$ cat config.mk
export PLATFORM = sky130hd
export DESIGN_NAME = alu_cmd_sequencer_flat
export DESIGN_NICKNAME = d
export VERILOG_FILES = /design/src/rtl/alu_pkg.sv /design/src/rtl/alu_cmd_sequencer_if.sv /design/src/rtl/alu_regfile.sv /design/src/rtl/alu_cmd_sequencer.sv /design/src/flat_wrapper.sv
export SDC_FILE = /design/constraint.sdc
export NUM_CORES = 1
export LEC_CHECK = 0
export CORE_UTILIZATION = 50
export CTS_CLUSTER_SIZE = 20
export DETAILED_ROUTE_END_ITERATION = 10
export PLACE_DENSITY = 0.88
export RECOVER_POWER = 100
export SETUP_SLACK_MARGIN = 0.4
export SLEW_MARGIN = 20
export SYNTH_ARGS = -nofsm -noshare
export SYNTH_HDL_FRONTEND = slang
export SYNTH_SLANG_ARGS = --single-unit
$ cat constraint.sdc
create_clock -name clk -period 5.3 [get_ports clk]
set_clock_uncertainty 0.1 [all_clocks]
set_input_delay 0.53 -clock clk [delete_from_list [all_inputs] [get_ports clk]]
set_output_delay 0.53 -clock clk [all_outputs]
set_load 0.05 [all_outputs]
$ cat src/rtl/alu_pkg.sv
// Shared definitions for the ALU command sequencer: opcode and FSM encodings, widths.
package alu_pkg;

    localparam int DW    = 16;
    localparam int NREG  = 4;
    localparam int RW    = $clog2(NREG);
    localparam int REP_W = 4;

    typedef enum logic [3:0] {
        OP_ADD  = 4'h0,
        OP_SUB  = 4'h1,
        OP_AND  = 4'h2,
        OP_OR   = 4'h3,
        OP_NAND = 4'h4,
        OP_NOR  = 4'h5,
        OP_XOR  = 4'h6,
        OP_XNOR = 4'h7,
        OP_ID   = 4'h8,
        OP_NOT  = 4'h9,
        OP_LRS  = 4'hA,
        OP_ARS  = 4'hB,
        OP_RR   = 4'hC,
        OP_LLS  = 4'hD,
        OP_ALS  = 4'hE,
        OP_RL   = 4'hF
    } alu_op_e;

    typedef enum logic [1:0] {
        ST_IDLE = 2'd0,
        ST_EXEC = 2'd1,
        ST_RESP = 2'd2
    } seq_state_e;

endpackage

$ cat src/rtl/alu_cmd_sequencer_if.sv
// Command, response and ALU-side signals of the sequencer; slave = sequencer view.
interface alu_cmd_sequencer_if;
    import alu_pkg::*;

    logic             cmd_valid;
    logic             cmd_ready;
    logic [3:0]       cmd_op;
    logic [RW-1:0]    cmd_rd;
    logic [RW-1:0]    cmd_rs1;
    logic [RW-1:0]    cmd_rs2;
    logic             cmd_imm_en;
    logic [DW-1:0]    cmd_imm;
    logic [REP_W-1:0] cmd_rep;

    logic [DW-1:0]    alu_a;
    logic [DW-1:0]    alu_b;
    logic [3:0]       alu_op;
    logic [DW-1:0]    alu_c;
    logic             alu_cout;

    logic             rsp_valid;
    logic             rsp_ready;
    logic [DW-1:0]    rsp_data;
    logic             rsp_cout;

    modport slave (
        input  cmd_valid, cmd_op, cmd_rd, cmd_rs1, cmd_rs2, cmd_imm_en, cmd_imm, cmd_rep,
        output cmd_ready,
        output alu_a, alu_b, alu_op,
        input  alu_c, alu_cout,
        output rsp_valid, rsp_data, rsp_cout,
        input  rsp_ready
    );

    modport master (
        output cmd_valid, cmd_op, cmd_rd, cmd_rs1, cmd_rs2, cmd_imm_en, cmd_imm, cmd_rep,
        input  cmd_ready,
        input  alu_a, alu_b, alu_op,
        output alu_c, alu_cout,
        input  rsp_valid, rsp_data, rsp_cout,
        output rsp_ready
    );

endinterface

$ cat src/rtl/alu_regfile.sv
// NREG x DW register file: two asynchronous read ports, one synchronous write port.
module alu_regfile #(
    parameter int DW   = 16,
    parameter int NREG = 4,
    parameter int AW   = $clog2(NREG)
) (
    input  logic          clk,
    input  logic          reset,
    input  logic          i_we,
    input  logic [AW-1:0] i_waddr,
    input  logic [DW-1:0] i_wdata,
    input  logic [AW-1:0] i_raddr_a,
    output logic [DW-1:0] o_rdata_a,
    input  logic [AW-1:0] i_raddr_b,
    output logic [DW-1:0] o_rdata_b
);

    logic [DW-1:0] r_mem [NREG];

    always_ff @(posedge clk or posedge reset) begin
        if (reset) begin
            for (int i = 0; i < NREG; i++) begin
                r_mem[i] <= '0;
            end
        end else if (i_we) begin
            r_mem[i_waddr] <= i_wdata;
        end
    end

    assign o_rdata_a = r_mem[i_raddr_a];
    assign o_rdata_b = r_mem[i_raddr_b];

endmodule

$ cat src/rtl/alu_cmd_sequencer.sv
// Command-side master for the 16-bit ALU: runs each command rep+1 times with A feedback.
//  state   | meaning
//  IDLE    | cmd_ready high, waiting for a command
//  EXEC    | operands on ALU, one iteration per cycle until count reaches 0
//  RESP    | result held on rsp_* until rsp_ready
module alu_cmd_sequencer
    import alu_pkg::*;
(
    input  logic               clk,
    input  logic               reset,
    alu_cmd_sequencer_if.slave bus
);

    seq_state_e       r_state;
    seq_state_e       w_next;
    logic             w_accept;
    logic             w_done;
    logic             w_rsp_hs;

    logic [DW-1:0]    r_opa;
    logic [DW-1:0]    r_opb;
    alu_op_e          r_op;
    logic [REP_W-1:0] r_count;
    logic [RW-1:0]    r_rd;
    logic [DW-1:0]    r_rsp_data;
    logic             r_rsp_cout;

    logic [DW-1:0]    w_rdata_a;
    logic [DW-1:0]    w_rdata_b;

    alu_regfile #(
        .DW   (DW),
        .NREG (NREG),
        .AW   (RW)
    ) u_regfile (
        .clk       (clk),
        .reset     (reset),
        .i_we      (w_done),
        .i_waddr   (r_rd),
        .i_wdata   (bus.alu_c),
        .i_raddr_a (bus.cmd_rs1),
        .o_rdata_a (w_rdata_a),
        .i_raddr_b (bus.cmd_rs2),
        .o_rdata_b (w_rdata_b)
    );

    always_ff @(posedge clk or posedge reset) begin
        if (reset) begin
            r_state <= ST_IDLE;
        end else begin
            r_state <= w_next;
        end
    end

    always_comb begin
        w_next   = r_state;
        w_accept = 1'b0;
        w_done   = 1'b0;
        w_rsp_hs = 1'b0;
        case (r_state)
            ST_IDLE: begin
                if (bus.cmd_valid) begin
                    w_accept = 1'b1;
                    w_next   = ST_EXEC;
                end
            end
            ST_EXEC: begin
                if (r_count == '0) begin
                    w_done = 1'b1;
                    w_next = ST_RESP;
                end
            end
            ST_RESP: begin
                if (bus.rsp_ready) begin
                    w_rsp_hs = 1'b1;
                    w_next   = ST_IDLE;
                end
            end
            default: w_next = ST_IDLE;
        endcase
    end

    // Sources are read at accept, so a write-back to rs1/rs2 never disturbs the running command.
    always_ff @(posedge clk or posedge reset) begin
        if (reset) begin
            r_opa      <= '0;
            r_opb      <= '0;
            r_op       <= OP_ID;
            r_count    <= '0;
            r_rd       <= '0;
            r_rsp_data <= '0;
            r_rsp_cout <= 1'b0;
        end else if (w_accept) begin
            r_opa   <= w_rdata_a;
            r_opb   <= bus.cmd_imm_en ? bus.cmd_imm : w_rdata_b;
            r_op    <= alu_op_e'(bus.cmd_op);
            r_count <= bus.cmd_rep;
            r_rd    <= bus.cmd_rd;
        end else if (r_state == ST_EXEC) begin
            r_opa <= bus.alu_c;
            if (w_done) begin
                r_rsp_data <= bus.alu_c;
                r_rsp_cout <= bus.alu_cout;
            end else begin
                r_count <= r_count - REP_W'(1);
            end
        end else if (w_rsp_hs) begin
            r_rsp_data <= '0;
            r_rsp_cout <= 1'b0;
        end
    end

    assign bus.cmd_ready = (r_state == ST_IDLE);
    assign bus.rsp_valid = (r_state == ST_RESP);
    assign bus.rsp_data  = r_rsp_data;
    assign bus.rsp_cout  = r_rsp_cout;
    assign bus.alu_a     = r_opa;
    assign bus.alu_b     = r_opb;
    assign bus.alu_op    = r_op;

endmodule

$ cat src/flat_wrapper.sv
// flat-port wrapper written by rule: the top's interface ports become plain ports
module alu_cmd_sequencer_flat import alu_pkg::*;
  (clk, reset, bus_cmd_valid, bus_cmd_op, bus_cmd_rd, bus_cmd_rs1, bus_cmd_rs2, bus_cmd_imm_en, bus_cmd_imm, bus_cmd_rep, bus_cmd_ready, bus_alu_a, bus_alu_b, bus_alu_op, bus_alu_c, bus_alu_cout, bus_rsp_valid, bus_rsp_data, bus_rsp_cout, bus_rsp_ready);
  alu_cmd_sequencer_if bus_i ();
  input  logic clk;
  input  logic reset;
  input wire logic [$bits(bus_i.cmd_valid)-1:0] bus_cmd_valid;
  input wire logic [$bits(bus_i.cmd_op)-1:0] bus_cmd_op;
  input wire logic [$bits(bus_i.cmd_rd)-1:0] bus_cmd_rd;
  input wire logic [$bits(bus_i.cmd_rs1)-1:0] bus_cmd_rs1;
  input wire logic [$bits(bus_i.cmd_rs2)-1:0] bus_cmd_rs2;
  input wire logic [$bits(bus_i.cmd_imm_en)-1:0] bus_cmd_imm_en;
  input wire logic [$bits(bus_i.cmd_imm)-1:0] bus_cmd_imm;
  input wire logic [$bits(bus_i.cmd_rep)-1:0] bus_cmd_rep;
  output wire logic [$bits(bus_i.cmd_ready)-1:0] bus_cmd_ready;
  output wire logic [$bits(bus_i.alu_a)-1:0] bus_alu_a;
  output wire logic [$bits(bus_i.alu_b)-1:0] bus_alu_b;
  output wire logic [$bits(bus_i.alu_op)-1:0] bus_alu_op;
  input wire logic [$bits(bus_i.alu_c)-1:0] bus_alu_c;
  input wire logic [$bits(bus_i.alu_cout)-1:0] bus_alu_cout;
  output wire logic [$bits(bus_i.rsp_valid)-1:0] bus_rsp_valid;
  output wire logic [$bits(bus_i.rsp_data)-1:0] bus_rsp_data;
  output wire logic [$bits(bus_i.rsp_cout)-1:0] bus_rsp_cout;
  input wire logic [$bits(bus_i.rsp_ready)-1:0] bus_rsp_ready;
  assign bus_i.cmd_valid = bus_cmd_valid;
  assign bus_i.cmd_op = bus_cmd_op;
  assign bus_i.cmd_rd = bus_cmd_rd;
  assign bus_i.cmd_rs1 = bus_cmd_rs1;
  assign bus_i.cmd_rs2 = bus_cmd_rs2;
  assign bus_i.cmd_imm_en = bus_cmd_imm_en;
  assign bus_i.cmd_imm = bus_cmd_imm;
  assign bus_i.cmd_rep = bus_cmd_rep;
  assign bus_cmd_ready = bus_i.cmd_ready;
  assign bus_alu_a = bus_i.alu_a;
  assign bus_alu_b = bus_i.alu_b;
  assign bus_alu_op = bus_i.alu_op;
  assign bus_i.alu_c = bus_alu_c;
  assign bus_i.alu_cout = bus_alu_cout;
  assign bus_rsp_valid = bus_i.rsp_valid;
  assign bus_rsp_data = bus_i.rsp_data;
  assign bus_rsp_cout = bus_i.rsp_cout;
  assign bus_i.rsp_ready = bus_rsp_ready;
  alu_cmd_sequencer u_core (.clk(clk), .reset(reset), .bus(bus_i));
endmodule
* After elaboration in Yosys (flattened, before gate mapping)
Index checks and enable logic that the tools add are counted.
** Word-level totals
- Bits in registers :: 125
- Input port bits :: 52
- Output and inout bits :: 55
- Logic and storage cells :: 67
** Operators by class
- Add/subtract/negate cells :: 1
- Order comparisons :: 4
- Eq/ne operators :: 7
- Muxes and demuxes :: 31
- Bitwise operators :: 4
- Reductions and logical operators :: 8
** Operator list (count)
- $mux W16 :: 11
- $bmux W16 S2 :: 2
- $bwmux W64 :: 1
- $demux W16 S2 :: 1
- $mux W4 :: 3
- $ge A3 B3 Y1 const B :: 3
- $mux W1 :: 9
- $not A2 Y3 :: 3
- $mux W2 :: 3
- $ne A2 B1 Y1 const B :: 3
- $pmux W2 S3 :: 1
- $reduce_and A3 Y1 :: 2
- $logic_not A4 Y1 :: 1
- $ne A2 B2 Y1 const B :: 2
- $reduce_bool A2 Y1 :: 2
- $sub A4 B1 Y4 const B :: 1
- $lt A3 B1 Y1 const B :: 1
- $eq A2 B1 Y1 const B :: 1
- $eq A2 B2 Y1 const B :: 1
- $logic_not A2 Y1 :: 1
- $reduce_and A2 Y1 :: 1
- $logic_and A1 B1 Y1 :: 1
- $not A1 Y1 :: 1

* Logic depth before layout (Yosys ltp)
- Depth after elaboration :: 6
- Gate-level depth with buffers :: 7

* Modules after synthesis
A second synthesis with hierarchy kept.
** Unflattened totals
- Cells, all modules :: 428
- Area total of the unflattened synthesis :: 6002.0 sq um
** By module, submodules not included
- alu_regfile :: instances 1, cells each 177, area an instance 3180.6 sq um, seq. area each 1601.5 sq um
- alu_cmd_sequencer :: instances 1, cells each 251, area an instance 2821.5 sq um, seq. area each 1527.7 sq um

* Worst setup path before layout
Ideal clock, no wire load.
- Kind :: flip-flop to flip-flop
- Start :: reg u_core.r_state[0]
- End :: reg u_core.r_rsp_data[0] (netlist: u_core.bus.rsp_data[0])
- Setup time :: 0.125 ns
- Arrival :: 2.212 ns
- Data required time :: 5.075 ns
- Slack :: 2.863 ns
- Cell stages (with the launch flop) :: 7
- Buffers on the path :: 3
- Period minus slack after synthesis :: 2.437 ns
- Cell sequence :: dfrtp_1 > buf_2 > nor2b_1 > a22o_1 > buf_2 > buf_2 > mux2_2
** On the way
- Word-level cells in the longest chain between the ends :: 4
** RTL lines
- start, declared :: RTL line alu_cmd_sequencer.sv:14 : seq_state_e r_state;
- start signal, assigned :: RTL line alu_cmd_sequencer.sv:51 : r_state <= w_next;
- $eq A2 B2 Y1
- via bus_rsp_valid :: RTL line flat_wrapper.sv:21 : output wire logic [$bits(bus_i.rsp_valid)-1:0] bus_rsp_valid;
- $mux W1 :: RTL line alu_cmd_sequencer.sv:60 : case (r_state)
- $reduce_bool A2 Y1 (no source line)
- $reduce_and A3 Y1 (no source line)
- end signal, assigned :: RTL line alu_cmd_sequencer.sv:102 : r_rsp_data <= bus.alu_c;
- end, declared :: RTL line alu_cmd_sequencer.sv:25 : logic [DW-1:0] r_rsp_data;
The timed path passes the listed nets, and every way through them passes these cells.
A chain may end at the register's enable or synchronous reset.

==> flow_metrics.py <==
metrics = {
    "global_routing": {
        "grt_pass1_vias": 4166,
        "grt_max_degree": 78,
        "grt_usage_pct": 25.5,
        "grt_first_pass_wirelength_um": 22100,
        "overflow": 0,
        "grt_antenna_before_repair": 0,
    },
    "setup_path": {
        "worstPathArrival_ns": 3.78,
        "crit_type": "in -> async",
        "crit_fanout": 77,
        "cp-start-kind": "primary input",
        "end_kind": "asynchronous set/reset pin",
        "worstPathRequired_ns": 5.69,
    },
    "clock_network": {
        "worstSkewPairLatency_ns": 0.41,
        "cts_buffers": 17,
        "clk_pin_slew_worst_paths_ns": 0.06,
        "cts_hold_buffers": 0,
        "clock_path_buffers": 2,
        "cts-htree-levels": 4,
        "post_cts_resize_count": 0,
        "tritoncts": "built",
        "cts_sinks": 125,
        "post-cts-setup-buffer-count": 0,
        "clockRootBuffer": "clkbuf_16",
    },
    "routing": {
        "drtIter0Drc": 267,
        "dr.pass1.iters": 4,
        "drc": 0,
        "via_per_inst": 6.01,
        "postRouteAntennaNets": 0,
        "num_vias": 3923,
        "wl_per_cell_um": 21.8,
        "wirelength_um": 14300,
    },
    "placement": {
        "io_buffer_count": 106,
        "gp_congestion": 0.800,
        "place_hpwl_um": 9010,
    },
    "timing": {
        "rsz0062_at_grt": "false",
        "finalHoldViolCount": 0,
        "tightest_slew_ns": 3.29,
        "timing.fmax_mhz": 296,
        "fin_tns_setup_ns": 0,
        "setup_violations": 0,
        "final_max_slew_viol_count": 128,
        "fin_crit_sh_pct": 63.8,
        "min_period_ns": 3.38,
        "slew_headroom_pct": -121,
    },
    "cells_and_area": {
        "areaGrowthSynthToFinish_pct": 27.9,
        "seq_area_um2": 3130,
        "final_common_cell": "dfrtp_1",
        "nNetsFinal": 552,
        "multiInputGateArea_um2": 2520,
        "drive_gt1_share_pct": 28.8,
        "final_cell_mix": "dfrtp_1 (124), mux2_2 (76), dlygate4sd3_1 (57)",
        "final_core_util_pct": 65.6,
        "final.fill_count": 823,
        "insertedDiodeCount": 0,
    },
    "die": {
        "die_w_um": 110,
        "ioPinCount": 107,
        "start_util_pct": 51.3,
        "fp.dieArea_um2": 12200,
        "core_um2": 11400,
        "die_y_um": 110,
        "std_cell_rows": 39,
    },
    "worst_hold_path": {
        "min_path_type": "reg -> reg",
    },
    "synthesis": {
        "synthCells": 393,
        "yosys_warnings": 0,
        "synth-edff-count": 0,
        "ys_top_cells_by_area": "dfrtp_1 (53%), mux2_2 (15%), mux4_2 (12%)",
        "ys_seq_area_share_pct": 53.4,
        "syn_area_per_cell_um2": 14.9,
        "syn_area_um2": 5860,
        "synth_nets": 446,
        "synth-async-reset-ratio_pct": 100,
        "synth_seq_cells": 125,
        "synth_area_leader_cell": "dfrtp_1",
        "synth_flop_cell": "dfrtp_1",
        "synth_top_area_share_pct": 53.0,
        "yosysUniqueCellTypes": 38,
    },
    "power": {
        "switching_share_pct": 39.7,
        "power_frac_clock_pct": 21.2,
        "leakage_uw": 0.00316,
        "power.share.sequential_pct": 35.9,
        "intPower_uw": 2930,
        "power_density_nw_per_um2": 648,
        "p_sw_uw": 1930,
        "comb_power_share_pct": 42.9,
        "ir_drop_uv": 425,
    },
    "status": {
        "status": "finished with violations",
        "violations": "capacitance limit, slew limit",
    },
    "flow_run": {
        "cap_violations": 3,
    },
}
[final cells by class]
cell class / instances / area share (%)
Timing Repair Buffer: 114 / 14.8
Sequential cell: 125 / 41.8
Clock inverter: 7 / 0.534
Inverter: 7 / 0.367
Clock buffer: 23 / 6.51
Tap cell: 143 / 2.39
Multi-Input combinational cell: 234 / 33.7
[synth_stat cells, drive strengths merged (2+ instances only)]
cell    number
a21oi       17
a221o       16
and2        16
buf         15
clkbuf      12
dfrtp      124
inv          7
mux2        86
mux2i       20
mux4        32
nand2        6
nand4b       2
nor2        17
nor2b        2
nor3         2
nor3b        2
o211ai       2
o31ai        2
[per-stage QoR]
step / instance area, µm² / setup slack [ns] / cells / total power (µW) / hold WS, ns
final: 7490 / 1.92 / 653 / 4850 / 0.410
after global routing: 7490 / 1.33 / 653 / 5070 / 0.420
after CTS: 7570 / 2.50 / 653 / 4990 / 0.415
after detailed placement: 7040 / 2.50 / 623 / 3930 / 0.403
after global placement: 7040 / 2.63 / 623 / 3830 / 0.390
after floorplan: 5860 / 1.34 / 393 / 3220 / 0.391
[final timing paths]
| path | start | endpoint | slack (ns) | cells after the start |
|---|---|---|---|---|
| worst max-delay path | reset | u_core.u_regfile.r_mem[6] | 1.92 | 3 |
| max in group clk | u_core.r_state[0] | u_core.bus.rsp_data[2] | 2.07 | 3 |
| worst max register to register | u_core.r_state[0] | u_core.bus.rsp_data[2] | 2.07 | 3 |
| worst min-delay path | u_core.bus.alu_a[7] | u_core.bus.alu_a[7] | 0.41 | 1 |
| worst min register to register | u_core.bus.alu_a[7] | u_core.bus.alu_a[7] | 0.41 | 1 |
| min in group asynchronous | reset | u_core.u_regfile.r_mem[62] | 1.44 | 2 |
[worst max-delay path, stage by stage]
cell and delay (ns):
dlygate4sd3_1 0.55, clkinvlp_2 1.86, buf_4 0.77
[power by group through the flow]
stage          logic [µW]  clock network, µW  registers [µW]
2_1_floorplan         912                  0            2310
3_3_place_gp         2120                  0            1700
3_5_place_dp         2190                  0            1740
4_1_cts              2210               1040            1740
5_1_grt              2210               1080            1790
6_report             2080               1030            1740
[logic make-up (layout without fill, tap and decap cells)]
kind of cell	count (synthesis)	after routing	share of synthesized area, %
buf+inv	34	151	2.86
compound gates	42	42	5.38
fa+ha+maj	1	1	0.214
mux	138	138	32.9
flops	125	125	53.4
simple gates	53	53	5.25
[per-layer routing]
metal	share of wire, %	routed length, µm	vias up	track usage [%]
li1	-	-	1696	-
met1	39	5540	2023	31.5
met2	52	7430	176	41.6
met3	7.0	998	28	7.05
met4	2.0	287	0	12.5
met5	0	0	-	0
[state kept, by name, indices dropped and copies added (netlist names)]
register,flops
u_core.bus.alu_a,16
u_core.bus.alu_b,16
u_core.bus.alu_op,4
u_core.bus.rsp_cout,1
u_core.bus.rsp_data,16
u_core.r_count,4
u_core.r_rd,2
u_core.r_state,2
u_core.u_regfile.r_mem,64
Note: power is estimated with default switching activity, not from simulation.
